File: src/rtl/led_pwm_pkg.sv
// led_pwm_pkg: shared types and the level-field helper for the LED fader.
package led_pwm_pkg;
  typedef enum logic [1:0] {HOLD, UP, DOWN} fade_state_t;
  typedef enum logic {MODE_SD = 1'b0, MODE_CMP = 1'b1} pwm_mode_t;
  localparam int MAX_W = 8;
  function automatic logic [MAX_W-1:0] lvl_field(input logic [255:0] v, input int i, input int w);
    logic [255:0] s;
    s = v >> (i * w);
    return MAX_W'(s) & MAX_W'((1 << w) - 1);
  endfunction
endpackage

File: src/rtl/led_pwm_chan.sv
// led_pwm_chan: one channel - target register, fade FSM, sigma-delta accumulator and output mux.
module led_pwm_chan
  import led_pwm_pkg::*;
#(
  parameter int W = 4
) (
  input  logic         clk,
  input  logic         rst,
  input  logic         tick,
  input  logic [W-1:0] cnt,
  input  pwm_mode_t    mode,
  input  logic [W-1:0] level,
  output logic         led,
  output logic         busy
);
  logic [W-1:0] tgt_q, cur_q, cur_d;
  logic [W:0] acc_q, acc_d;
  fade_state_t state_q, state_d;
  logic led_q, led_d;
  always_comb begin
    state_d = cur_q == tgt_q ? HOLD : cur_q < tgt_q ? UP : DOWN;
    cur_d = !tick ? cur_q : state_d == UP ? cur_q + 1'b1 : state_d == DOWN ? cur_q - 1'b1 : cur_q;
    acc_d = {1'b0, acc_q[W-1:0]} + {1'b0, cur_q};
    // both modulators always run; mode only picks which bit reaches the pin
    led_d = mode == MODE_CMP ? cnt < cur_q : acc_d[W];
  end
  always_ff @(posedge clk) begin
    if (rst) begin
      tgt_q <= '0;
      cur_q <= '0;
      acc_q <= '0;
      state_q <= HOLD;
      led_q <= 1'b0;
    end else begin
      tgt_q <= level;
      cur_q <= cur_d;
      acc_q <= acc_d;
      state_q <= state_d;
      led_q <= led_d;
    end
  end
  assign led = led_q;
  assign busy = state_q != HOLD;
endmodule

File: src/rtl/led_pwm_fader.sv
// led_pwm_fader: multi-channel LED fader with shared prescaler, PWM counter and mode register.
module led_pwm_fader
  import led_pwm_pkg::*;
#(
  parameter int CH = 4,
  parameter int W = 4,
  parameter int FADE_DIV = 1024
) (
  input  logic            FPGA_CLK,
  input  logic            FPGA_RST,
  input  logic [CH*W-1:0] F_LEVEL,
  input  logic            F_MODE,
  output logic [CH-1:0]   F_LED,
  output logic [CH-1:0]   F_BUSY
);
  localparam int PW = FADE_DIV > 1 ? $clog2(FADE_DIV) : 1;
  logic [PW-1:0] pre_q, pre_d;
  logic [W-1:0] cnt_q, cnt_d;
  pwm_mode_t mode_q, mode_d;
  logic tick;
  always_comb begin
    tick = pre_q == PW'(FADE_DIV - 1);
    pre_d = tick ? '0 : pre_q + 1'b1;
    cnt_d = cnt_q + 1'b1;
    mode_d = pwm_mode_t'(F_MODE);
  end
  always_ff @(posedge FPGA_CLK) begin
    if (FPGA_RST) begin
      pre_q <= '0;
      cnt_q <= '0;
      mode_q <= MODE_SD;
    end else begin
      pre_q <= pre_d;
      cnt_q <= cnt_d;
      mode_q <= mode_d;
    end
  end
  for (genvar i = 0; i < CH; i++) begin : g_ch
    led_pwm_chan #(.W(W)) u_ch (
      .clk  (FPGA_CLK),
      .rst  (FPGA_RST),
      .tick (tick),
      .cnt  (cnt_q),
      .mode (mode_q),
      .level(W'(lvl_field(256'(F_LEVEL), i, W))),
      .led  (F_LED[i]),
      .busy (F_BUSY[i])
    );
  end
endmodule
File: config.mk
export PLATFORM = sky130hd
export DESIGN_NAME = led_pwm_fader
export DESIGN_NICKNAME = d
export VERILOG_FILES = /design/src/rtl/led_pwm_pkg.sv /design/src/rtl/led_pwm_chan.sv /design/src/rtl/led_pwm_fader.sv
export SDC_FILE = /design/constraint.sdc
export NUM_CORES = 1
export LEC_CHECK = 0
export ABC_CLOCK_PERIOD_IN_PS = 7180
export CORE_ASPECT_RATIO = 1.25
export CORE_MARGIN = 5
export CORE_UTILIZATION = 35
export CTS_CLUSTER_SIZE = 16
export DETAILED_ROUTE_END_ITERATION = 10
export PLACE_DENSITY_LB_ADDON = 0.05
export SYNTH_ARGS = -nofsm -noshare
export SYNTH_HDL_FRONTEND = slang
export SYNTH_HIERARCHICAL = 1
export SYNTH_SLANG_ARGS = --single-unit
export TNS_END_PERCENT = 30
File: constraint.sdc
create_clock -name FPGA_CLK -period 7.18 [get_ports FPGA_CLK]
set_clock_uncertainty 0.15 [all_clocks]
set_input_delay 1.077 -clock FPGA_CLK [delete_from_list [all_inputs] [get_ports FPGA_CLK]]
set_output_delay 1.077 -clock FPGA_CLK [all_outputs]
set_load 0.01 [all_outputs]
==> run_results.csv, run 1 <==
group,metric,value,unit
power_and_ir_drop,internal_power,0.731,mW
final_layout,area_growth,16.9,%
drt,drtAntennaViolNets,0,
die,core,11500,um2
place,dpl.cell_count,601,
die,die_w,106,um
drt,first_iter_violations,72,
global_route,grt_max_degree,83,
setup_path,reg2reg_depth,9,
global_route,grt_antenna_before_repair,0,
place,io_buffer_count,26,
cts,cts_tree,"yes",
timing,grt_setup_unrepaired,"no",
drt,vias,2943,
synthesis,synthTopCellsByArea,"dfxtp_1 37%, ha_1 17%, inv_1 4.7%",
final_layout,layout-drive-gt1-share,8.58,%
cts,cts_resized,0,
drt,wire_per_inst,12.6,um
synthesis,synthTopCellsByCount,"75 x dfxtp_1, 54 x ha_1, 51 x inv_1",
global_route,grt-ovfl-total,0,
drt,wirelength,7770,um
synthesis,netlist_area,4060,um2
power_and_ir_drop,comb_power_share,9.0,%
final_layout,final_util,41.3,%
synthesis,yosysTopAreaCell,"dfxtp_1",
die,initial_core_util,35.3,%
synthesis,async_flop_share,0,%
timing,fin_crit_sh,37.8,%
power_and_ir_drop,vdd_drop_max,0.0824,mV
cts,clk_transition_reported_paths,0.06,ns
die,num_io_pins,27,
setup_path,endpoint_kind,"flop",
setup_path,cp.required,7.25,ns
final_layout,final_nets,555,
synthesis,synth_edf_count,0,
power_and_ir_drop,p_seq_share,46.1,%
place,gp_congestion,0.800,
setup_path,crit_fanout,6,
cts,cts_hold_buffers,0,
cts,htree_num_levels,3,
drt,first_pass_iters,4,
die,dieArea,13900,um2
timing,tns,0,ns
synthesis,ys.flop_type,"dfxtp_1",
power_and_ir_drop,p_clk_share,44.9,%
synthesis,synth_seq_cells,75,
setup_path,startpoint_type,"flop",
synthesis,post-synth-top-count-cell,"dfxtp_1",
synthesis,ys_seq_area_share,37.0,%
run,maxCapViolations,0,
synthesis,synthCells,445,
timing,fmax,368,MHz
global_route,grt_pass1_wl,13400,um
cts,root_buffer,"clkbuf_16",
global_route,grt_pass1_vias,2929,
global_route,track_usage,12.4,%
power_and_ir_drop,leakage,2.15,nW
synthesis,synth_area_per_cell,9.13,um2
final_layout,diodes,0,
cts,clk_latency,0.33,ns
power_and_ir_drop,netSwitchingFraction,23.0,%
timing,drv_slew,0,
timing,setup-violations-final,0,
synthesis,yosys_warnings,6,
die,die_h,130,um
min_path,min_path_type,"flop to flop",
cts,cts.sinks,75,
setup_path,cp.arrival,2.78,ns
setup_path,worstSetupPathType,"flop to flop",
timing,fin_crit,2.71,ns
cts,cts_buffers,9,
place,dpl.hpwl,5610,um
power_and_ir_drop,finalPower,0.949,mW
timing,worst_pin_slew,0.868,ns
run_status,outcome,"finished, final reports clean",
power_and_ir_drop,powerDensity,200,nW/um2
cts,cts_setup_buffers,0,
timing,hold_violations,0,
final_layout,stdcell_count,616,
synthesis,syn-num-nets,526,
die,rows,44,
synthesis,yosysTopAreaCellShare,37.0,%
timing,slew_headroom,42.1,%
power_and_ir_drop,p_switching,0.218,mW
min_path,hold_depth,1,
drt,drt-vias-per-instance,4.78,
synthesis,synth_cell_type_count,35,
cts,clockBufferDepth,2,
drt,drc_errors,0,
-- kinds of logic after synthesis --
| family | count (synthesis) | share of synthesized area (%) |
|---|---|---|
| adder cells (fa/ha/maj) | 62 | 20.6 |
| XOR/XNOR | 21 | 4.53 |
| buffers and inverters | 61 | 5.64 |
| multiplexers | 9 | 3.23 |
| AND/OR/NAND/NOR | 143 | 18.0 |
| flip-flops | 75 | 37.0 |
| AO/OA/AOI/OAI | 74 | 11.1 |
-- power by group through the flow --
stage	sequential (mW)	combinational, mW	clock [mW]
2_1_floorplan	0.444	0.0593	0
3_3_place_gp	0.447	0.0862	0
3_5_place_dp	0.447	0.0874	0
4_1_cts	0.438	0.0879	0.445
5_1_grt	0.439	0.0994	0.465
6_report	0.437	0.0858	0.426
-- layout make-up --
| class | count | area, um2 |
|---|---|---|
| Timing Repair Buffer | 28 | 270 |
| Fill cell | 1131 | 6760 |
| Inverter | 51 | 191 |
| Sequential cell | 75 | 1500 |
| Tap cell | 138 | 173 |
| Multi-Input combinational cell | 309 | 2330 |
| Clock buffer | 13 | 270 |
| Clock inverter | 2 | 10.0 |
-- final timing paths --
| path | from | endpoint | slack (ns) |
|---|---|---|---|
| setup reg to reg | g_ch[3].u_ch/cur_q[1] | g_ch[3].u_ch/cur_q[3] | 4.47 |
| hold reg to reg | pre_q[0] | pre_q[0] | 0.34 |
| setup / recovery | g_ch[3].u_ch/cur_q[1] | g_ch[3].u_ch/cur_q[3] | 4.47 |
| hold / removal | pre_q[0] | pre_q[0] | 0.34 |
-- layout by cell type (no fill, tap or decap), types with 5 or more instances in the layout --
cell / netlist / layout
clkbuf_16: 0 / 9
o21ai_1: 12 / 12
nor3_1: 14 / 14
a21o_1: 12 / 12
inv_1: 51 / 51
nor2b_1: 23 / 23
dfxtp_1: 75 / 75
ha_1: 54 / 54
xor2_1: 15 / 15
mux2_4: 8 / 8
nand3_1: 13 / 13
a21oi_1: 31 / 31
fa_1: 8 / 8
nor2_1: 45 / 45
xnor2_1: 6 / 6
nand4_2: 5 / 5
nand2_1: 24 / 24
clkdlybuf4s50_1: 0 / 25
-- sequential cells by signal, summed over array words and instances, names as in the netlist --
| name | cells |
|---|---|
| mode_q | 1 |
| g_ch.u_ch/tgt_q | 16 |
| cnt_q | 4 |
| g_ch.u_ch/cur_q | 16 |
| g_ch.u_ch/state_q | 8 |
| g_ch.u_ch/led | 4 |
| pre_q | 10 |
| g_ch.u_ch/acc_q | 16 |
-- critical path: stages (launching register included) --
cell and delay (ns):
dfxtp_1 0.44, ha_1 0.31, a21oi_1 0.23, o21a_1 0.16, nand2_1 0.11, ha_1 0.34
a21oi_1 0.21, a21oi_1 0.09, mux2_4 0.27, mux2_4 0.29
-- stage by stage --
stage / setup slack, ns / hold WS [ns] / cell area (um2)
3_5_place_dp: 4.48 / 0.334 / 4470
2_1_floorplan: 4.60 / 0.302 / 4060
5_1_grt: 4.26 / 0.376 / 4750
3_3_place_gp: 4.56 / 0.332 / 4470
4_1_cts: 4.47 / 0.348 / 4750
6_report: 4.47 / 0.343 / 4750
-- per-layer routing --
metal / GRT usage, % / vias to the layer above / wire length, um / part of all wire (%)
li1: - / 1561 / - / -
met3: 3.78 / 8 / 256 / 3.3
met1: 14.1 / 1346 / 3660 / 47
met5: 0 / - / 0 / 0
met4: 5.34 / 0 / 127 / 1.6
met2: 21.4 / 28 / 3720 / 48
(Power assumes the default switching activity.)
==> run 2, diff against run 1 <==
--- a/config.mk
+++ b/config.mk
@@ -5,7 +5,7 @@
 export SDC_FILE = /design/constraint.sdc
 export NUM_CORES = 1
 export LEC_CHECK = 0
-export ABC_CLOCK_PERIOD_IN_PS = 7180
+export ABC_CLOCK_PERIOD_IN_PS = 2800
 export CORE_ASPECT_RATIO = 1.25
 export CORE_MARGIN = 5
 export CORE_UTILIZATION = 35
==> constraint.sdc (replaced) <==
create_clock -name FPGA_CLK -period 2.8 [get_ports FPGA_CLK]
set_clock_uncertainty 0.15 [all_clocks]
set_input_delay 0.42 -clock FPGA_CLK [delete_from_list [all_inputs] [get_ports FPGA_CLK]]
set_output_delay 0.42 -clock FPGA_CLK [all_outputs]
set_load 0.01 [all_outputs]
==> run 2 against run 1 <==
Fmax is 3.4% higher. Total power grew to 2.7 times the previous value. Count of clock-buffer cells in the layout stayed put. Sequential power grew to 2.6 times the previous value. Combinational power grew to 2.6 times the previous value. Sequential share of layout area is 0.38 points lower. Die area stayed put.
==> run_results.csv, run 2 (synthesized netlist as in run 1, its figures left out) <==
group,metric,value,unit
drt,vias,2969,
final_layout,final_nets,558,
cts,clockBufferDepth,2,
global_route,grt_pass1_wl,13600,um
min_path,hp-start,"FPGA_RST",
power_and_ir_drop,vdd_drop_max,0.277,mV
final_layout,layout-drive-gt1-share,9.98,%
drt,drt-vias-per-instance,4.80,
setup_path,timing.rr.start,"g_ch[1].u_ch/cur_q[1]",
cts,root_buffer,"clkbuf_16",
timing,fin_crit,2.62,ns
setup_path,crit_fanout,6,
timing,grt_setup_unrepaired,"no",
final_layout,seqCellArea,1510,um2
cts,cts_tree,"yes",
timing,hold_violations,0,
final_layout,final_util,41.9,%
run_status,outcome,"finished, final reports clean",
cts,clk_latency,0.33,ns
setup_path,worstSetupPathType,"flop to flop",
power_and_ir_drop,leakage,2.18,nW
global_route,grt-ovfl-total,0,
final_layout,diodes,0,
final_layout,area_growth,18.7,%
power_and_ir_drop,powerDensity,533,nW/um2
die,die_w,106,um
final_layout,fillers,1176,
final_layout,multi_input_area,2330,um2
die,core,11500,um2
timing,fmax,381,MHz
setup_path,cp.required,2.86,ns
setup_path,reg2reg_depth,9,
die,dieArea,13900,um2
drt,wirelength,7810,um
global_route,grt_max_degree,44,
final_layout,final_cell_mix,"71 x dfxtp_1, 54 x ha_1, 50 x inv_1",
cts,clk_transition_reported_paths,0.06,ns
place,gp_congestion,0.782,
power_and_ir_drop,finalPower,2.57,mW
cts,htree_num_levels,3,
setup_path,reg2reg_setup_slack,0.18,ns
global_route,grt_pass1_vias,2965,
setup_path,r2r_end,"g_ch[1].u_ch/cur_q[3]",
place,dpl.cell_count,604,
min_path,hold_depth,2,
setup_path,startpoint_type,"flop",
timing,drv_slew,0,
cts,cts.sinks,75,
timing,setup-violations-final,0,
final_layout,layout_commonest_cell,"dfxtp_1",
drt,first_pass_iters,4,
drt,drtAntennaViolNets,0,
drt,wire_per_inst,12.6,um
timing,fin_crit_sh,93.7,%
timing,timing.hold.ws,0.238,ns
die,rows,44,
final_layout,reg_top3,"g_ch.u_ch/acc_q (16), g_ch.u_ch/cur_q (16), g_ch.u_ch/tgt_q (16)",
global_route,track_usage,12.2,%
die,num_io_pins,27,
place,io_buffer_count,26,
die,initial_core_util,35.3,%
final_layout,stdcell_count,619,
drt,drc_errors,0,
cts,cts_buffers,9,
die,die_h,130,um
setup_path,endpoint_kind,"flop",
setup_path,cp.arrival,2.69,ns
place,dpl.hpwl,5700,um
drt,first_iter_violations,88,
cts,cts_hold_buffers,0,
global_route,grt_antenna_before_repair,0,
min_path,min_to,"g_ch[3].u_ch/acc_q[1]",
run,maxCapViolations,0,
timing,worst_pin_slew,0.408,ns
min_path,min_path_type,"input port to flop",
timing,slew_headroom,72.6,%
timing,tns,0,ns
[run 2: power breakdown]
part / internal [mW] / leakage, nW / switching [mW]
sequential: 1.10 / 0.614 / 0.0224
combinational: 0.113 / 1.42 / 0.113
clock: 0.801 / 0.150 / 0.420
total: 2.01 / 2.18 / 0.556
[run 2: layer usage]
metal | global-route usage (%) | vias up | wire length, um | share of wire [%]
li1 | - | 1554 | - | -
met1 | 14.4 | 1367 | 3600 | 46
met2 | 21.4 | 38 | 3820 | 49
met3 | 3.34 | 10 | 261 | 3.3
met4 | 4.73 | 0 | 125 | 1.6
met5 | 0 | - | 0 | 0
[run 2: worst max path at each step]
| stage | startpoint | end | slack [ns] | cells past startpoint |
|---|---|---|---|---|
| 6_report | g_ch[1].u_ch/cur_q[1] | g_ch[1].u_ch/cur_q[3] | 0.18 | 9 |
| 5_1_grt | g_ch[3].u_ch/cur_q[1] | g_ch[3].u_ch/cur_q[3] | 0.0006 | 10 |
| 4_1_cts | g_ch[2].u_ch/cur_q[1] | g_ch[2].u_ch/cur_q[3] | 0.06 | 9 |
| 3_5_place_dp | g_ch[2].u_ch/cur_q[1] | g_ch[2].u_ch/cur_q[3] | 0.07 | 9 |
| 3_3_place_gp | g_ch[2].u_ch/cur_q[1] | g_ch[2].u_ch/cur_q[3] | 0.18 | 9 |
| 2_1_floorplan | pre_q[0] | g_ch[0].u_ch/cur_q[3] | 0.22 | 8 |
[run 2: per-stage QoR]
stage	instance area (um2)	setup slack, ns
4_1_cts	4810	0.0587
3_5_place_dp	4500	0.0663
6_report	4820	0.175
5_1_grt	4820	0.000596
2_1_floorplan	4060	0.217
3_3_place_gp	4500	0.175
[run 2: worst max-delay path, stage by stage, from the launching register on]
cell     delay, ns
dfxtp_2       0.36
ha_1          0.33
a21oi_1       0.20
o21a_1        0.15
nand2_1       0.11
ha_1          0.34
a21oi_1       0.22
a21oi_1       0.10
mux2_4        0.27
mux2_4        0.29
[run 2: timing repair]
item,CTS,global route
endpoints found under the hold margin,0,0
gates resized for setup,0,6
buffers inserted,0,0
setup endpoints to repair,0,4
[run 2: layout make-up]
class	instances	area share [%]
Inverter	51	3.97
Clock inverter	2	1.25
Sequential cell	75	31.2
Timing Repair Buffer	31	6.33
Clock buffer	13	5.19
Multi-Input combinational cell	309	48.4
Tap cell	138	3.58
==> run 3, diff against run 2 <==
--- a/config.mk
+++ b/config.mk
@@ -6,10 +6,10 @@
 export NUM_CORES = 1
 export LEC_CHECK = 0
 export ABC_CLOCK_PERIOD_IN_PS = 2800
-export CORE_ASPECT_RATIO = 1.25
+export CORE_ASPECT_RATIO = 0.9
 export CORE_MARGIN = 5
 export CORE_UTILIZATION = 35
-export CTS_CLUSTER_SIZE = 16
+export CTS_CLUSTER_SIZE = 14
 export DETAILED_ROUTE_END_ITERATION = 10
 export PLACE_DENSITY_LB_ADDON = 0.05
 export SYNTH_ARGS = -nofsm -noshare
==> run 3 against run 2 <==
Routed wire length shrank 2.8%. Count of clock-buffer cells in the layout is 2 higher. Final cell count rose by 3.1%. Die area hardly changed. Sequential share of layout area shrank 0.050 points. Worst hold slack better by 0.051 ns. Setup slack improved by 0.0026 ns. Core utilization up 0.47 points. Sequential cell count unchanged. Fmax about the same. Non-clock buffer count unchanged. First-iteration DRC count grew 15%. Highest routed layer unchanged.
==> run_results.csv, run 3 (synthesized netlist as in run 1, its figures left out) <==
group,metric,value,unit
drt,wire_per_inst,11.9,um
setup_path,crit_fanout,4,
die,num_io_pins,27,
timing,finalWorstSetupSlack,0.178,ns
setup_path,endpoint_kind,"flop",
power_and_ir_drop,leakage,2.18,nW
timing,fin_crit,2.62,ns
power_and_ir_drop,powerDensity,510,nW/um2
drt,drt-vias-per-instance,4.62,
setup_path,cp.arrival,2.69,ns
final_layout,fillers,1158,
setup_path,r2r_end,"g_ch[3].u_ch/cur_q[3]",
drt,wirelength,7590,um
cts,clk_transition_reported_paths,0.06,ns
global_route,grt_max_degree,70,
setup_path,timing.rr.start,"g_ch[3].u_ch/cur_q[3]",
place,dpl.hpwl,5440,um
cts,cts_tree,"yes",
drt,first_pass_iters,5,
timing,fin_crit_sh,93.7,%
cts,cts.sinks,75,
setup_path,reg2reg_setup_slack,0.18,ns
setup_path,cpMostUsedCell,"a21oi_1",
die,die_w,124,um
die,initial_core_util,35.7,%
global_route,grt_antenna_before_repair,0,
cts,root_buffer,"clkbuf_16",
timing,drv_slew,0,
place,dp_slack,0.135,ns
final_layout,final_nets,558,
run,maxCapViolations,0,
cts,cts_buffers,9,
timing,grt_setup_unrepaired,"no",
place,gp_congestion,0.787,
final_layout,area_growth,18.8,%
die,dieArea,13900,um2
final_layout,final_util,42.4,%
power_and_ir_drop,finalPower,2.46,mW
drt,drtAntennaViolNets,0,
die,die_h,112,um
power_and_ir_drop,vdd_drop_max,0.272,mV
drt,first_iter_violations,101,
timing,hold_violations,0,
global_route,grt-ovfl-total,0,
die,core,11400,um2
place,io_buffer_count,26,
timing,slew_headroom,66.2,%
timing,setup-violations-final,0,
cts,htree_num_levels,3,
setup_path,worstSetupPathType,"flop to flop",
setup_path,reg2reg_depth,9,
setup_path,crit_slowest_cell,"dfxtp_1",
setup_path,crit_end,"g_ch[3].u_ch/cur_q[3]",
timing,worst_pin_slew,0.503,ns
cts,clk_latency,0.33,ns
timing,tns,0,ns
run_status,outcome,"finished, final reports clean",
setup_path,critical_path.startpoint,"g_ch[3].u_ch/cur_q[3]",
setup_path,worstPathCellList,"ha_1 > a21oi_1 > o21a_1 > nand2_1 > ha_1 > a21oi_1 > a21oi_1 > mux2_4 > mux2_4",
setup_path,crit_path_max_incr_delay,0.41,ns
global_route,grt_pass1_wl,13300,um
final_layout,layout_commonest_cell,"dfxtp_1",
setup_path,cp.required,2.86,ns
final_layout,reg_top3,"g_ch.u_ch/acc_q (16), g_ch.u_ch/cur_q (16), g_ch.u_ch/tgt_q (16)",
global_route,track_usage,12.1,%
global_route,grt_pass1_vias,2894,
drt,vias,2949,
die,rows,37,
final_layout,diodes,0,
final_layout,layout-drive-gt1-share,9.96,%
setup_path,startpoint_type,"flop",
drt,drc_errors,0,
timing,fmax,381,MHz
final_layout,final_cell_mix,"72 x dfxtp_1, 54 x ha_1, 51 x inv_1",
cts,clockBufferDepth,2,
min_path,min_path_type,"input port to flop",
run 3: per-layer routing:
layer / part of all wire [%] / track usage (%) / vias to the layer above
li1: - / - / 1563
met1: 51 / 16.5 / 1337
met2: 44 / 18.4 / 42
met3: 3.6 / 3.53 / 7
met4: 1.1 / 3.54 / 0
met5: 0 / 0 / -
run 3: timing repair:
item                       4_1_cts  5_1_grt
setup buffers                    0        0
setup endpoints to repair        0        3
resized for setup                0        4
hold buffers                     0        0
run 3: metrics by stage:
stage,area [um2],hold slack [ns],instances
5_1_grt,4820,0.299,638
3_3_place_gp,4520,0.331,622
4_1_cts,4820,0.284,638
2_1_floorplan,4060,0.302,445
3_5_place_dp,4520,0.347,622
6_report,4820,0.290,638
run 3: critical path: cells and delay by family, from the launching register on:
family | cells | cell delay [ns]
simple gates | 1 | 0.11
compound gates | 4 | 0.65
fa+ha+maj | 2 | 0.64
flops | 1 | 0.41
mux | 2 | 0.56
run 3: report_power, final:
part | switching (mW) | internal (mW) | leakage [nW]
combinational | 0.113 | 0.111 | 1.42
clock | 0.421 | 0.697 | 0.146
sequential | 0.0223 | 1.10 | 0.613
run 3: how the worst min path moves through the flow:
stage,slack (ns),from,depth (start not counted),end
floorplan,0.30,pre_q[0],1,pre_q[0]
global placement,0.33,pre_q[0],1,pre_q[0]
detailed placement,0.35,pre_q[0],1,pre_q[0]
CTS,0.28,FPGA_RST,2,g_ch[3].u_ch/acc_q[1]
global route,0.30,FPGA_RST,2,g_ch[3].u_ch/acc_q[1]
finish,0.29,FPGA_RST,2,g_ch[3].u_ch/acc_q[1]
run 3: cell type report:
| class | instances | area, um2 | share of cell area, % |
|---|---|---|---|
| timing repair buffer | 31 | 305 | 6.33 |
| clock inverter | 1 | 5.00 | 0.104 |
| inverter | 51 | 191 | 3.97 |
| sequential | 75 | 1510 | 31.2 |
| multi-input combinational | 309 | 2330 | 48.4 |
| tap | 156 | 195 | 4.05 |
| clock buffer | 15 | 288 | 5.96 |
